File: src/rtl/ta_fifo_in_pkg.sv
// Shared definitions for the SH4-side TA FIFO write port.
//   TA_FIFO_LO / TA_FIFO_HI : inclusive bounds of the TA FIFO region on addr[28:0]
//   ta_state_e              : request FSM states (IDLE, PUSH_LO, PUSH_HI, ACK)
//   in_region()             : inclusive range test used by the region decode
package ta_fifo_in_pkg;

  localparam logic [28:0] TA_FIFO_LO = 29'h1000_0000;
  localparam logic [28:0] TA_FIFO_HI = 29'h107F_FFFF;

  typedef enum logic [1:0] {
    IDLE    = 2'd0,
    PUSH_LO = 2'd1,
    PUSH_HI = 2'd2,
    ACK     = 2'd3
  } ta_state_e;

  function automatic logic in_region(input logic [28:0] addr,
                                     input logic [28:0] lo,
                                     input logic [28:0] hi);
    return (addr >= lo) && (addr <= hi);
  endfunction

endpackage

File: src/rtl/ta_fifo_in_if.sv
// Bus bundle for ta_fifo_in: SH4 data-memory request/response plus the TA
// word stream toward the parameter parser.
//   master : SH4 requester and parser consumer (drives req_*, ta_ready)
//   slave  : ta_fifo_in (drives resp_*, ta_valid, ta_word, ta_last)
interface ta_fifo_in_if;

  logic        req_valid;
  logic [31:0] req_addr;
  logic [63:0] req_wdata;
  logic [7:0]  req_wmask;
  logic        req_wen;
  logic        resp_valid;
  logic [63:0] resp_rdata;
  logic        ta_valid;
  logic [31:0] ta_word;
  logic        ta_last;
  logic        ta_ready;

  modport master (
    output req_valid, req_addr, req_wdata, req_wmask, req_wen, ta_ready,
    input  resp_valid, resp_rdata, ta_valid, ta_word, ta_last
  );

  modport slave (
    input  req_valid, req_addr, req_wdata, req_wmask, req_wen, ta_ready,
    output resp_valid, resp_rdata, ta_valid, ta_word, ta_last
  );

endinterface

File: src/rtl/ta_fifo_in_sync_fifo_w32.sv
// DEPTH x 32-bit synchronous FIFO with registered read/write pointers that
// carry one extra wrap bit, so full and empty are told apart by the pointer
// difference alone.
//   clk, rst     : clock, synchronous active-high reset (flushes pointers)
//   push, wdata  : write one word (ignored when full)
//   pop, rdata   : drop the head word (ignored when empty); rdata is the head
//   full, empty  : occupancy flags
//   level        : words currently stored, 0..DEPTH
module sync_fifo_w32 #(
  parameter int DEPTH = 64
) (
  input  logic                     clk,
  input  logic                     rst,
  input  logic                     push,
  input  logic [31:0]              wdata,
  input  logic                     pop,
  output logic [31:0]              rdata,
  output logic                     full,
  output logic                     empty,
  output logic [$clog2(DEPTH):0]   level
);

  localparam int AW = $clog2(DEPTH);

  logic [31:0] mem_q [DEPTH];
  logic [AW:0] wr_ptr_q, wr_ptr_d;
  logic [AW:0] rd_ptr_q, rd_ptr_d;

  assign level = wr_ptr_q - rd_ptr_q;
  assign full  = (level == (AW+1)'(DEPTH));
  assign empty = (level == '0);
  assign rdata = mem_q[rd_ptr_q[AW-1:0]];

  always_comb begin
    wr_ptr_d = wr_ptr_q + (AW+1)'(push && !full);
    rd_ptr_d = rd_ptr_q + (AW+1)'(pop && !empty);
  end

  always_ff @(posedge clk) begin
    if (rst) begin
      wr_ptr_q <= '0;
      rd_ptr_q <= '0;
    end else begin
      wr_ptr_q <= wr_ptr_d;
      rd_ptr_q <= rd_ptr_d;
    end
  end

  // NOTE: the storage array has no reset; a flush only clears the pointers,
  // and stale words are never visible because empty gates the read side.
  always_ff @(posedge clk) begin
    if (push && !full) mem_q[wr_ptr_q[AW-1:0]] <= wdata;
  end

endmodule

File: src/rtl/ta_fifo_in.sv
// SH4-side write port for the TA FIFO region. Accepts 64/32-bit stores that
// hit [REG_LO, REG_HI] on addr[28:0], splits them into 32-bit words (low word
// first), buffers them and streams them to the TA parameter parser. Every
// 8th word leaving the FIFO (end of a 32-byte parameter block) is marked last.
//   clk, rst  : clock, synchronous active-high reset
//   bus       : ta_fifo_in_if.slave (SH4 request/response + TA word stream)
//   level     : words currently buffered
//   mask_err  : sticky flag, a write with an unsupported byte mask was dropped
//   err_clr   : clears mask_err (wins over a same-cycle set)
module ta_fifo_in
  import ta_fifo_in_pkg::*;
#(
  parameter int          DEPTH  = 64,
  parameter logic [28:0] REG_HI = TA_FIFO_HI,
  parameter logic [28:0] REG_LO = TA_FIFO_LO
) (
  input  logic                    clk,
  input  logic                    rst,
  ta_fifo_in_if.slave             bus,
  output logic [$clog2(DEPTH):0]  level,
  output logic                    mask_err,
  input  logic                    err_clr
);

  ta_state_e   state_q, state_d;
  logic        resp_valid_q, resp_valid_d;
  logic [63:0] data_q, data_d;
  logic [7:0]  mask_q, mask_d;
  logic [2:0]  blk_cnt_q, blk_cnt_d;
  logic        mask_err_q, mask_err_d;

  logic        hit;
  logic        mask_err_set;
  logic        push;
  logic [31:0] push_word;
  logic        pop;
  logic        full;
  logic        empty;
  logic [31:0] head_word;

  // Only addr[28:0] is decoded; the SH4 area bits above are don't-care.
  logic unused_addr_hi;
  assign unused_addr_hi = ^bus.req_addr[31:29];

  assign hit = bus.req_valid && in_region(bus.req_addr[28:0], REG_LO, REG_HI);
  assign pop = !empty && bus.ta_ready;

  // NOTE: every signal assigned here gets a default first, so no path leaves
  // it unassigned and no latch is inferred; combinational logic uses '='.
  always_comb begin
    state_d      = state_q;
    data_d       = data_q;
    mask_d       = mask_q;
    mask_err_set = 1'b0;
    push         = 1'b0;
    push_word    = data_q[31:0];

    unique case (state_q)
      IDLE: begin
        if (hit) begin
          data_d = bus.req_wdata;
          mask_d = bus.req_wmask;
          if (!bus.req_wen) begin
            state_d = ACK;
          end else begin
            case (bus.req_wmask)
              8'hFF, 8'h0F: state_d = PUSH_LO;
              8'hF0:        state_d = PUSH_HI;
              default: begin
                state_d      = ACK;
                mask_err_set = 1'b1;
              end
            endcase
          end
        end
      end
      PUSH_LO: begin
        // A full FIFO holds the FSM here, which withholds the ack and stalls the SH4.
        if (!full) begin
          push    = 1'b1;
          state_d = (mask_q == 8'hFF) ? PUSH_HI : ACK;
        end
      end
      PUSH_HI: begin
        if (!full) begin
          push      = 1'b1;
          push_word = data_q[63:32];
          state_d   = ACK;
        end
      end
      ACK:     state_d = IDLE;
      default: state_d = IDLE;
    endcase

    resp_valid_d = (state_d == ACK);
    mask_err_d   = err_clr ? 1'b0 : (mask_err_q | mask_err_set);
    blk_cnt_d    = blk_cnt_q + 3'(pop);
  end

  // NOTE: sequential state is updated with '<=' so all flops sample the
  // pre-edge values regardless of statement order.
  always_ff @(posedge clk) begin
    if (rst) begin
      state_q      <= IDLE;
      resp_valid_q <= 1'b0;
      data_q       <= '0;
      mask_q       <= '0;
      blk_cnt_q    <= '0;
      mask_err_q   <= 1'b0;
    end else begin
      state_q      <= state_d;
      resp_valid_q <= resp_valid_d;
      data_q       <= data_d;
      mask_q       <= mask_d;
      blk_cnt_q    <= blk_cnt_d;
      mask_err_q   <= mask_err_d;
    end
  end

  sync_fifo_w32 #(.DEPTH(DEPTH)) u_fifo (
    .clk   (clk),
    .rst   (rst),
    .push  (push),
    .wdata (push_word),
    .pop   (pop),
    .rdata (head_word),
    .full  (full),
    .empty (empty),
    .level (level)
  );

  assign bus.resp_valid = resp_valid_q;
  assign bus.resp_rdata = '0;
  assign bus.ta_valid   = !empty;
  assign bus.ta_word    = head_word;
  assign bus.ta_last    = (blk_cnt_q == 3'd7);
  assign mask_err       = mask_err_q;

endmodule

File: src/flat_wrapper.sv
// flat-port wrapper written by rule: the top's interface ports become plain ports
module ta_fifo_in_flat import ta_fifo_in_pkg::*;
#(
  parameter int          DEPTH  = 64,
  parameter logic [28:0] REG_HI = TA_FIFO_HI,
  parameter logic [28:0] REG_LO = TA_FIFO_LO
)
  (clk, rst, level, mask_err, err_clr, bus_req_valid, bus_req_addr, bus_req_wdata, bus_req_wmask, bus_req_wen, bus_ta_ready, bus_resp_valid, bus_resp_rdata, bus_ta_valid, bus_ta_word, bus_ta_last);
  ta_fifo_in_if bus_i ();
  input  logic clk;
  input  logic rst;
  output logic [$clog2(DEPTH):0] level;
  output logic mask_err;
  input  logic err_clr;
  input wire logic [$bits(bus_i.req_valid)-1:0] bus_req_valid;
  input wire logic [$bits(bus_i.req_addr)-1:0] bus_req_addr;
  input wire logic [$bits(bus_i.req_wdata)-1:0] bus_req_wdata;
  input wire logic [$bits(bus_i.req_wmask)-1:0] bus_req_wmask;
  input wire logic [$bits(bus_i.req_wen)-1:0] bus_req_wen;
  input wire logic [$bits(bus_i.ta_ready)-1:0] bus_ta_ready;
  output wire logic [$bits(bus_i.resp_valid)-1:0] bus_resp_valid;
  output wire logic [$bits(bus_i.resp_rdata)-1:0] bus_resp_rdata;
  output wire logic [$bits(bus_i.ta_valid)-1:0] bus_ta_valid;
  output wire logic [$bits(bus_i.ta_word)-1:0] bus_ta_word;
  output wire logic [$bits(bus_i.ta_last)-1:0] bus_ta_last;
  assign bus_i.req_valid = bus_req_valid;
  assign bus_i.req_addr = bus_req_addr;
  assign bus_i.req_wdata = bus_req_wdata;
  assign bus_i.req_wmask = bus_req_wmask;
  assign bus_i.req_wen = bus_req_wen;
  assign bus_i.ta_ready = bus_ta_ready;
  assign bus_resp_valid = bus_i.resp_valid;
  assign bus_resp_rdata = bus_i.resp_rdata;
  assign bus_ta_valid = bus_i.ta_valid;
  assign bus_ta_word = bus_i.ta_word;
  assign bus_ta_last = bus_i.ta_last;
  ta_fifo_in #(.DEPTH(DEPTH), .REG_HI(REG_HI), .REG_LO(REG_LO)) u_core (.clk(clk), .rst(rst), .bus(bus_i), .level(level), .mask_err(mask_err), .err_clr(err_clr));
endmodule
File: config.mk
export PLATFORM = sky130hd
export DESIGN_NAME = ta_fifo_in_flat
export DESIGN_NICKNAME = d
export VERILOG_FILES = /design/src/rtl/ta_fifo_in_pkg.sv /design/src/rtl/ta_fifo_in_if.sv /design/src/rtl/ta_fifo_in_sync_fifo_w32.sv /design/src/rtl/ta_fifo_in.sv /design/src/flat_wrapper.sv
export SDC_FILE = /design/constraint.sdc
export NUM_CORES = 2
export LEC_CHECK = 0
export ABC_AREA = 1
export CAP_MARGIN = 15
export CORE_ASPECT_RATIO = 1.2
export CORE_MARGIN = 2
export CORE_UTILIZATION = 28
export CTS_BUF_LIST = sky130_fd_sc_hd__clkbuf_4
export CTS_CLUSTER_DIAMETER = 30
export DETAILED_ROUTE_END_ITERATION = 16
export PLACE_DENSITY = 0.48
export SLEW_MARGIN = 10
export SYNTH_ARGS = -nofsm -noshare
export SYNTH_HDL_FRONTEND = slang
export SYNTH_HIERARCHICAL = 1
export SYNTH_SLANG_ARGS = --single-unit
File: constraint.sdc
create_clock -name clk -period 10.1 [get_ports clk]
set_input_delay 2.02 -clock clk [delete_from_list [all_inputs] [get_ports clk]]
set_output_delay 2.02 -clock clk [all_outputs]
set_load 0.02 [all_outputs]
-- Word level (Yosys, flattened, before mapping)
Memories as Yosys holds them, arrays and structs flattened. A register that Yosys moved wholly into a read port is not among the register bits.
Cells that the tools add are included.
- bits in registers: 93
- latch bits: 0
- bits in writable memories: 2048
- bits in read-only memories: 0
- input bits: 110
- output and inout bits: 107
- word-level logic and storage cells: 58
- memories kept: 1
- memory list (memory ; words ; bits a word ; read ports ; clocked after Yosys merged registers in ; wr ports ; line ; RTL):
    u_core.u_fifo.mem_q ; 64 ; 32 ; 1 ; 1 ; 1 ; ta_fifo_in_sync_fifo_w32.sv:25 ; logic [31:0] mem_q [DEPTH];
- add/subtract/negate cells: 4
- multiply operators: 0
- div/mod/pow operators: 0
- $lt $le $gt $ge: 2
- eq/ne operators: 10
- shifts and indexed selects: 0
- muxes and demuxes: 18
- bitwise operators: 1
- reduce and logical (&&, ||, !) cells: 14
- operators by type and width (operator ; count):
    2-to-1 mux 32 bit ; 2
    >= comparator 29 bit, second input constant ; 1
    less-or-equal comparator 29 bit, second input constant ; 1
    == test 8 bit, second input constant ; 3
    adder 7 x 1 -> 7 bit ; 2
    2-to-1 mux 1 bit ; 9
    == test 8 x 4 -> 1 bit, second input constant ; 1
    2-to-1 mux 2 bit ; 4
    case mux 2 bit (4 select lines) ; 1
    == test 7 bit, second input constant ; 1
    logical NOT 7 bit ; 1
    subtractor 7 bit ; 1
    == test 2 bit, second input constant ; 3
    2-to-1 mux 6 bit ; 1
    OR reduction 2 bit ; 3
    logical AND 1 bit ; 5
    case mux 2 bit (2 select lines) ; 1
    adder 3 x 1 -> 3 bit ; 1
    == test 3 bit, second input constant ; 1
    OR reduction 3 bit ; 1
    == test 2 x 1 -> 1 bit, second input constant ; 1
    logical NOT 1 bit ; 2
    logical NOT 2 bit ; 1
    AND reduction 2 bit ; 1
    bitwise OR 1 bit ; 1

-- Depth between registers and ports, before layout
- depth in word-level cells: 7
- gate-level depth with buffers: 25
- gate-level depth less buffers: 20

-- Hierarchy
The synthesis kept the hierarchy.
- by module, submodules not included (module ; times used ; cells each ; area each (um2) ; sequential area each (um2)):
    sync_fifo_w32 ; 1 ; 8358 ; 88093.2 ; 61779.3
    ta_fifo_in ; 1 ; 532 ; 3861.2 ; 1581.5

-- Worst setup path after synthesis
No wires, ideal clock.
- kind: flip-flop to flip-flop
- start: register u_core.u_fifo.rd_ptr_q[3]
- end: memory u_core.u_fifo.mem_q[0][26], data pin
- library setup time: 702 ps
- arrival time: 5114 ps
- data required time: 9398 ps
- path slack: 4284 ps
- stages on the path, launching flop included: 17
- buffers on the path: 3
- period minus slack after synthesis: 5816 ps
- path through: dfxtp_1 -> inv_2 -> clkbuf_1 -> clkbuf_1 -> ha_1 -> nand2_1 -> nand2_1 -> inv_1 -> o21ai_2 -> xor2_1 -> nor2_1 -> nand2_1 -> inv_1 -> inv_1 -> nand2_1 -> clkbuf_1 -> o21ai_0
- word-level cells in the longest chain between the ends: 4
- ends and longest elaborated chain (item ; line ; RTL):
    start: declaration ; ta_fifo_in_sync_fifo_w32.sv:27 ; logic [AW:0] rd_ptr_q, rd_ptr_d;
    start signal: assignment ; ta_fifo_in_sync_fifo_w32.sv:45 ; rd_ptr_q <= rd_ptr_d;
    subtractor 7 bit ; ta_fifo_in_sync_fifo_w32.sv:29 ; assign level = wr_ptr_q - rd_ptr_q;
    net level[4] ; flat_wrapper.sv:12 ; output logic [$clog2(DEPTH):0] level;
    == test 7 bit ; ta_fifo_in_sync_fifo_w32.sv:30 ; assign full = (level == (AW+1)'(DEPTH));
    net u_core.full ; ta_fifo_in.sv:37 ; logic full;
    2-to-1 mux 32 bit ; ta_fifo_in.sv:85 ; if (!full) begin
    2-to-1 mux 32 bit ; ta_fifo_in.sv:58 ; unique case (state_q)
    net u_core.push_word[26] ; ta_fifo_in.sv:35 ; logic [31:0] push_word;
    end: declaration ; ta_fifo_in_sync_fifo_w32.sv:25 ;
The timed path passes the listed nets, and every way through them passes these cells.

==> impl_metrics.tcl <==
set metrics [dict create \
    synthFlopType "edfxtp_1" \
    fin_crit_sh_pct 74.4 \
    leakage_power_nw 42.0 \
    dr_wl_cell_um 19.6 \
    report.final.hold_viol_count 0 \
    globalplace.congestion 0.766 \
    buffers_from_clock_root_to_sink_at_most 4 \
    postCtsHoldBufs 0 \
    nets 9398 \
    worst_r2r_startpoint "u_core/u_fifo/rd_ptr_q[2]" \
    setup_violations 0 \
    syn-instance-count 8890 \
    groute.usage.overall_pct 16.0 \
    cp_cell_sequence "buf_4 -> inv_6 -> buf_4 -> nand3_1 -> nand3_1 -> nand2_1 -> nand3_1 -> nand2_1 -> clkdlybuf4s50_1" \
    synth.lib_cells_used.distinct 38 \
    worst_path_max_delay_cell "buf_4" \
    initial_antenna_violation_count 8 \
    synth-simple-area-share_pct 20.4 \
    worst-slew-pin-transition_ns 1.24 \
    timing.max_cap.violations 0 \
    combPwrFrac_pct 25.9 \
    post_synth_mux_area_share_pct 0 \
    fp.dieW_um 527 \
    timing.clock.skew_ns 0.0967 \
    via_count 63100 \
    worst_r2r_path_cells 14 \
    worst_path_most_repeated_cell "nand3_1" \
    die_h_um 632 \
    grt_max_degree 281 \
    cts.sink_count 2141 \
    synth_commonest_cells "nand2_1 (2,860), edfxtp_1 (2,048), inv_1 (1,054)" \
    yosys-top-cells-area "edfxtp_1 (67%), nand2_1 (12%), nand3_1 (5.2%)" \
    global_route.overflow_total 0 \
    clkSlewWorstSetupHoldPaths_ns 0.07 \
    finalSetupTns_ns 0 \
    setup_ws_ns 2.58 \
    numCtsBuffers 558 \
    synth_top_family_by_area "simple AND/OR/NAND/NOR gates" \
    status "completed" \
    initialDrtViolationCount 4591 \
    yosys.area.top_type_share_pct 66.9 \
    cell_internal_pwr_mw 15.7 \
    timing.critical_path.max_delay_family "buffers and inverters" \
    initial_core_util_pct 28.1 \
    crit_fanout 53 \
    final_cells 13900 \
    preCtsSetupSlack_ns 3.82 \
    worstHoldPathCells 2 \
    fraction_of_layout_cells_with_a_size_suffix_above_1_pct 11.9 \
    clockPowerShare_pct 30.7 \
    maxClockFrequency_mhz 133 \
    placedCellCount 13000 \
    insertion_delay_ns 1.27 \
    avgViaCountPerCell 4.53 \
    synth_warnings 6 \
    htree_num_levels 6 \
    worstSetupPathDepth 9 \
    worstSetupStartpoint "u_core/u_fifo/rd_ptr_q[2]" \
    drc 0 \
    core.rowCount 230 \
    tritoncts "yes" \
    cts_root_buf "clkbuf_4" \
    synth_adder_area_share_pct 0.239 \
    grt_pass1_vias 61900 \
    portBuffers 126 \
    vdd.ir_drop.worst_mv 0.214 \
    cp_data_required_time_ns 8.08 \
    first_pass_iters 6 \
    power.switching_mw 8.11 \
    netSwitchingFraction_pct 34.1 \
    core_area_um2 327000 \
    rsz0062_at_grt "false" \
    crit_path_start_kind "register" \
    cp_data_arrival_time_ns 5.50 \
    utilization_after_layout_pct 32.0 \
    critical_path_class "register to output pin" \
    fin_crit_ns 7.52 \
    areaGrowthSynthToFinish_pct 13.9 \
    maxSlewViolCount 0 \
    area_fraction_in_compound_gates_after_synthesis_pct 2.75 \
    post-cts-setup-buffers 0 \
    pin_count 217 \
    synth-edff-count 2048 \
    detail-route-antenna-nets 0 \
    critical_path_buf_inv_count 4 \
    p_per_area_nw_per_um2 227 \
    relative_slew_margins_pct 17.0 \
    grt_pass1_wl_mm 399 \
    synth.most_common_cell "nand2_1" \
    synth-xor-area-share_pct 0.0476 \
    synth_area_per_cell_um2 10.3 \
    mappedNetlistArea_um2 92000 \
    yosys_register_bits 2141 \
    die-area_um2 333000 \
    hold_removal_path_class "register to register" \
    critical_path.endpoint_type "output pin" \
    hold_start "u_core/u_fifo/wr_ptr_q[6]" \
    netlist.top_cell.by_area "edfxtp_1" \
    critical-path-max-stage-delay_ns 0.69 \
    dpl.hpwl_mm 142 \
    final_wl_mm 273 \
    pwr-share-seq_pct 43.4 \
    async_reset_ff_share_pct 0 \
    post_cts.resized_instances 0 \
    seq_total_area_yosys_pct 68.9 \
]
## worst register-to-register path, delay by kind of cell (launching register included)
kind,cells,cell delay [ns]
compound gates,1,0.14
xor+xnor,1,0.35
fa+ha+maj,1,0.50
buf+inv,5,2.33
flops,1,0.63
simple gates,6,1.89
## placed cells by master (no fill, tap or decap), drive strengths merged
master / count
a2111oi: 1
a211oi: 1
a21oi: 106
and3: 5
buf: 156
bufinv: 9
clkbuf: 793
clkdlybuf4s50: 126
clkinv: 97
clkinvlp: 4
conb: 64
dfxtp: 93
diode: 14
edfxtp: 2048
fa: 1
ha: 16
inv: 1079
nand2: 2863
nand3: 951
nand4: 3
nor2: 776
nor3: 11
o211ai: 7
o21ai: 384
or2: 29
xnor2: 3
xor2: 2
## per-stage QoR
step	total power [mW]	cell area, um^2	hold slack (ns)
3_3_place_gp	16.7	98000	0.461
5_1_grt	25.2	105000	0.490
4_1_cts	24.1	105000	0.476
3_5_place_dp	16.7	98000	0.462
6_report	23.8	105000	0.476
2_1_floorplan	14.6	92200	0.425
## registers in the layout, indices dropped and copies added, names as in the netlist
name                    count
u_core/blk_cnt_q            3
u_core/bus.resp_valid       1
u_core/data_q              64
u_core/mask_err             1
u_core/mask_q               8
u_core/state_q              2
u_core/u_fifo/mem_q      2048
u_core/u_fifo/rd_ptr_q      7
u_core/u_fifo/wr_ptr_q      7
## cells by family (layout without fill, tap and decap cells)
kind of cell    Yosys count  after routing
buf+inv                1589           2264
simple gates           4638           4638
compound gates          499            499
fa+ha+maj                17             17
xor+xnor                  5              5
other cells               1             78
flops                  2141           2141
## power by group through the flow
stage	logic [mW]	clock network (mW)	registers (mW)
3_5_place_dp	6.22	0	10.5
4_1_cts	6.25	7.55	10.3
2_1_floorplan	4.06	0	10.5
3_3_place_gp	6.17	0	10.5
6_report	6.16	7.30	10.3
5_1_grt	6.84	7.98	10.3
## routing by layer
metal	vias to the layer above	wire length (um)	track usage, %
li1	30000	-	-
met1	30800	114000	19.7
met2	1814	137000	28.3
met4	2	7960	5.58
met3	503	13600	2.26
met5	-	13	0
## layout make-up
cell class | instances | area (um^2)
Antenna cell | 14 | 35.0
Clock buffer | 792 | 5950
Clock inverter | 125 | 756
Fill cell | 33400 | 222000
Inverter | 1064 | 4040
Multi-Input combinational cell | 5223 | 22600
Sequential cell | 2141 | 63400
Tap cell | 4292 | 5370
Timing Repair Buffer | 283 | 2610
## worst paths after layout
check / slack, ns / end
max: 2.58 / bus_ta_word[2]
min: 0.48 / u_core/u_fifo/wr_ptr_q[6]
max reg2reg: 3.84 / u_core/u_fifo/mem_q[2][27]
min reg2reg: 0.48 / u_core/u_fifo/wr_ptr_q[6]
No activity file was read; power rests on OpenSTA's default activity.
